## config.mk

```make
export PLATFORM = sky130hd
export DESIGN_NAME = mult_controller
export DESIGN_NICKNAME = d
export VERILOG_FILES = /design/src/rtl/mult_pkg.sv /design/src/rtl/step_counter.sv /design/src/rtl/mult_controller.sv
export SDC_FILE = /design/constraint.sdc
export NUM_CORES = 1
export LEC_CHECK = 0
export BUFFER_PORTS_ARGS = -buffer_cell sky130_fd_sc_hd__buf_2
export CORE_AREA = 2 2 39 41
export CTS_CLUSTER_DIAMETER = 100
export CTS_CLUSTER_SIZE = 25
export DETAILED_ROUTE_END_ITERATION = 10
export DIE_AREA = 0 0 41 43
export PLACE_DENSITY_LB_ADDON = 0.05
export SYNTH_ARGS = -nofsm -noshare
export SYNTH_HDL_FRONTEND = slang
export SYNTH_SLANG_ARGS = --single-unit
```

## constraint.sdc

```tcl
create_clock -name clock -period 1.7 [get_ports clock]
set_input_delay 0.085 -clock clock [delete_from_list [all_inputs] [get_ports clock]]
set_output_delay 0.085 -clock clock [all_outputs]
set_load 0.005 [all_outputs]
```

## src/rtl/mult_pkg.sv

```systemverilog
// Shared types and sizing for the shift-and-add multiplier controller.
package mult_pkg;

    localparam int unsigned N_DEFAULT = 8;

    function automatic int unsigned cnt_width(input int unsigned n);
        return (n > 1) ? $clog2(n) : 1;
    endfunction

    localparam int unsigned CNT_W = cnt_width(N_DEFAULT);

    typedef enum logic [2:0] {
        IDLE,
        LOAD,
        ADD,
        SHIFT,
        DONE
    } state_t;

endpackage

```

## src/rtl/step_counter.sv

```systemverilog
// Counts completed add/shift steps; saturates at N-1 and flags the terminal step.
module step_counter #(
    parameter int unsigned N = 8,
    parameter int unsigned W = 3
) (
    input  logic clock,
    input  logic nreset,
    input  logic clear,
    input  logic enable,
    output logic terminal
);

    localparam logic [W-1:0] LAST = W'(N - 1);

    logic [W-1:0] count;

    always_ff @(posedge clock or negedge nreset) begin
        if (!nreset) begin
            count <= '0;
        end else if (clear) begin
            count <= '0;
        end else if (enable && !terminal) begin
            count <= count + W'(1);
        end
    end

    assign terminal = (count == LAST);

endmodule

```

## src/rtl/mult_controller.sv

```systemverilog
// Sequencing FSM for an N-bit shift-and-add multiplier driving an external AQ register.
module mult_controller
    import mult_pkg::*;
#(
    parameter int unsigned N = N_DEFAULT
) (
    input  logic clock,
    input  logic nreset,
    input  logic start,
    input  logic Q0,
    output logic load,
    output logic add,
    output logic shift,
    output logic ready,
    output logic done
);

    localparam int unsigned W = cnt_width(N);

    state_t state, next_state;
    logic   terminal;

    step_counter #(
        .N (N),
        .W (W)
    ) u_step_counter (
        .clock    (clock),
        .nreset   (nreset),
        .clear    (state == LOAD),
        .enable   (state == SHIFT),
        .terminal (terminal)
    );

    always_ff @(posedge clock or negedge nreset) begin
        if (!nreset) begin
            state <= IDLE;
        end else begin
            state <= next_state;
        end
    end

    always_comb begin
        next_state = state;
        unique case (state)
            IDLE:    next_state = start ? LOAD : IDLE;
            LOAD:    next_state = ADD;
            ADD:     next_state = SHIFT;
            // Last step exits before the counter would wrap.
            SHIFT:   next_state = terminal ? DONE : ADD;
            DONE:    next_state = IDLE;
            default: next_state = IDLE;
        endcase
    end

    always_comb begin
        load  = 1'b0;
        add   = 1'b0;
        shift = 1'b0;
        ready = 1'b0;
        done  = 1'b0;
        unique case (state)
            IDLE:    ready = 1'b1;
            LOAD:    load  = 1'b1;
            ADD:     add   = Q0;
            SHIFT:   shift = 1'b1;
            DONE:    done  = 1'b1;
            default: ready = 1'b0;
        endcase
    end

endmodule

```

; ---- Yosys cells after proc, flatten, opt, wreduce, memory -nomap -nowiden
; Cells that the tools add are included.
[word_totals]
ff_bits = 6
latchBits = 0
ram_bits = 0
mem_bits_ro = 0
input_bits = 4
out_inout_bits = 5
mem_count = 0
[classes]
addsub = 1
n_mul = 0
n_div = 0
order_cmp = 0
n_eq_ne = 5
n_shift = 0
mux = 10
n_bitwise = 0
reduce_logical = 4
[op_table]
columns = operator, count
row1 = $pmux W3 S4, 1
row2 = $mux W3, 3
row3 = $eq A3 B2 Y1 const B, 2
row4 = $eq A3 B3 Y1 const B, 2
row5 = $mux W1, 6
row6 = $add A3 B1 Y3 const B, 1
row7 = $eq A3 B1 Y1 const B, 1
row8 = $logic_not A3 Y1, 1
row9 = $reduce_bool A2 Y1, 1
row10 = $logic_and A1 B1 Y1, 1
row11 = $logic_not A1 Y1, 1

; ---- Logic depth before layout (Yosys ltp)
[logic_depth]
word_depth = 5
mapped_depth = 5

; ---- By module
; A second synthesis with hierarchy kept.
[hier_totals]
hier_cells = 31
hier_area_um2 = 349.1
[by_module_without_submodules]
columns = mod, instances, cells_per_inst, area_each_um2, seq_area_each_um2
row1 = step_counter, 1, 15, 183.9, 75.1
row2 = mult_controller, 1, 16, 165.2, 75.1

; ---- Worst setup path after synthesis
; OpenSTA, ideal clock, no wires.
[synth_timing]
path_kind = reg-to-reg
startpoint = register u_step_counter.count[0]
endpoint = register u_step_counter.count[0]
setup_time_ps = 76
t_arrival_ps = 1138
required_time_ps = 1624
slack_ps = 485
stages_incl_launch_ff = 6
path_buffers = 0
synth_period_minus_slack_ps = 1215
path_cell_list = dfrtp_1 ha_1 ha_1 and4bb_1 inv_1 o21ai_1
[synth_via]
elab_chain_cells = 4
[synth_lines]
columns = element, line_no
row1 = from (decl), step_counter.sv:15  ; logic [W-1:0] count;
row2 = from (signal assigned), step_counter.sv:23  ; count <= count + W'(1);
row3 = "parallel branches: the longest is 4 deep, another holds $add A3 B1 Y3", n/a
; Parallel ways; which one is timed is not known. The select of a mux whose other input is x is not followed.
; A chain may end at the register's enable or synchronous reset.

; ---- Worst setup path after layout
; Same ends and word-level chain as after synthesis.

==> reports/metrics.cfg <==
[outcome]
outcome = finished clean

[cells_and_area]
stdcell_count = 60
diodes = 0
layout-drive-gt1-share_pct = 25.0
n_fill_cell = 162
regArea_sq_um = 150
nets = 52
area.growth.synth_to_final_pct = 31.2
multi_input_area_sq_um = 139
final_core_util_pct = 28.1

[timing]
finalSetupViolations = 0
rsz0062_at_grt = no
drv_slew = 0
worstMarginPinSlew_ns = 0.228
skew_ns = 0.00412
hold_viol_final = 0
max_freq_mhz = 765
worst_slack_ns = 0.392
fin_crit_sh_pct = 76.9
period_needed_ns = 1.31
fin_tns_setup_ns = 0
slew_headroom_pct = 84.8

[global_routing]
grt_use_total_pct = 9.09
grt.overflow.total = 0
grt_pass1_wl_microns = 993
top_usage_layer = met2
gr-usage-met3_pct = 6.28
grtUsageMet1_pct = 9.51
grt_max_degree = 9
grt_pass1_vias = 229
gr-usage-met2_pct = 12.5
antenna_found_initial = 0

[die]
core_sq_um = 1380
std_cell_rows = 14
ios = 9
initial_utilization_pct = 21.4
die_w_microns = 41
dieArea_sq_um = 1760
dieHeight_microns = 43

[detailed_routing]
finalWirelength_microns = 638
drtAntennaViolNets = 0
dr_total_vias = 267
avgRoutedWirePerCell_microns = 10.6
drt_iter0_markers = 1
drc = 0
drtPass1Iterations = 4
avgViaCountPerCell = 4.45

[critical_path]
end_kind = flop
required_ns = 1.87
cpPeakStageDelay_ns = 0.39
path_delay_family = flip-flops
start_kind = flop
crit_top_cell = ha_1
cp_max_fo = 3
crit_buf_inv = 1
crit_path_cell_trace = ha_1 -> ha_1 -> and4bb_1 -> inv_1 -> o21ai_1
arrival_ns = 1.48
path_class = reg2reg
cp_slowest_cell = dfrtp_1

[clocking]
cts.clk_slew.worst_paths_ns = 0.05
cts_tree = built
clk_latency_ns = 0.25
root_buffer = clkbuf_4
postCtsSetupRepairBufs = 0
hold_buffers = 1
h-tree-depth = 1
cts_max_path_buffers = 2
cts_resized = 0
cts.sinks = 6
numCtsBuffers = 3

[synth]
ys_types = 13
synth_nets = 38
yosysSeqAreaShare_pct = 50.6
yosys_warnings = 0
synthTopCellsByArea = dfrtp_1, ha_1, nand2_1
ys_ff_latch = 6
avgSynthCellArea_sq_um = 9.27
synth_area_sq_um = 297
syn_inst = 32
synth.top_cell.area_share_pct = 50.6
yosys.area.top_type = dfrtp_1

[place]
gp_congestion = 0.735
numPortBuffers = 8
dp_worst_setup_slack_ns = 0.395
dp.cells = 56
hpwl_microns = 494

[worst_hold_path]
min_path_type = in2reg

[job]
maxCapViolCount = 0

[power_and_ir_drop]
power.total_mw = 0.656
worst_ir_drop_vdd_uv = 375
leakage_nw = 0.210
power.density_nw_per_um2 = 1690

## placed cells by master (no fill, tap or decap)
master	synthesis	final
and2_1	2	2
o21ai_0	3	3
nand2_1	5	5
dlygate4sd3_1	0	1
nand2b_1	1	1
o21ai_1	1	1
and4bb_1	1	1
nor3_1	3	3
dfrtp_1	6	6
clkbuf_4	0	3
buf_2	0	8
ha_1	2	2
nor2b_1	1	1
inv_1	2	2
nor2_1	4	4
a211oi_1	1	1
## synth_stat cells
| cell | count |
|---|---|
| dfrtp_1 | 6 |
| nand2_1 | 5 |
| nor2_1 | 4 |
| nor3_1 | 3 |
| o21ai_0 | 3 |
| and2_1 | 2 |
| ha_1 | 2 |
| inv_1 | 2 |
| a211oi_1 | 1 |
| and4bb_1 | 1 |
| nand2b_1 | 1 |
| nor2b_1 | 1 |
| o21ai_1 | 1 |
## cell type report
class / instances / area share, %
clock buffer: 3 / 5.79
inverter: 2 / 1.93
multi-input combinational: 24 / 35.7
sequential: 6 / 38.6
tap: 16 / 5.14
timing repair buffer: 9 / 12.9
## kinds of logic (layout without fill, tap and decap cells)
| logic type | count (synthesis) | count (layout) | share of synthesized area, % |
|---|---|---|---|
| AO/OA/AOI/OAI | 5 | 5 | 9.28 |
| adder cells (fa/ha/maj) | 2 | 2 | 8.44 |
| buffers and inverters | 2 | 14 | 2.53 |
| flip-flops | 6 | 6 | 50.6 |
| AND/OR/NAND/NOR | 17 | 17 | 29.1 |
## worst paths after layout
path                                                startpoint                                   to  slack [ns]  cells after the start
max                        u_step_counter.count[0]$_DFFE_PN0P_  u_step_counter.count[0]$_DFFE_PN0P_        0.39                      5
min                                                      start                   state[0]$_DFF_PN0_        0.09                      3
max reg2reg                u_step_counter.count[0]$_DFFE_PN0P_  u_step_counter.count[0]$_DFFE_PN0P_        0.39                      5
min reg2reg                u_step_counter.count[0]$_DFFE_PN0P_  u_step_counter.count[0]$_DFFE_PN0P_        0.48                      1
max in group asynchronous                               nreset                   state[1]$_DFF_PN0_        1.37                      2
min in group asynchronous                               nreset                   state[0]$_DFF_PN0_        0.18                      2
## routing by layer
layer | part of all wire [%] | vias up
met2 | 46 | 11
met3 | 8.9 | 2
met4 | 2.5 | 0
met1 | 42 | 122
li1 | - | 132
met5 | 0 | -
## state kept, by name (all words and copies together), names as in the netlist
register and cells:
u_step_counter.count 3, state 3
## per-stage QoR
stage / hold slack, ns / cell area [sq um]
6_report: 0.0921 / 389
5_1_grt: 0.130 / 389
4_1_cts: 0.0891 / 389
3_5_place_dp: -0.0772 / 357
3_3_place_gp: -0.0797 / 357
2_1_floorplan: -0.211 / 297
## power breakdown
part           switching (mW)  internal (mW)
clock network          0.0570         0.0802
registers              0.0686          0.205
logic                   0.128          0.117
## worst min-delay path, cell delays in order
cell and delay [ns]:
buf_2 0.09, nor2_1 0.08, nor3_1 0.05
(Power assumes the default switching activity.)
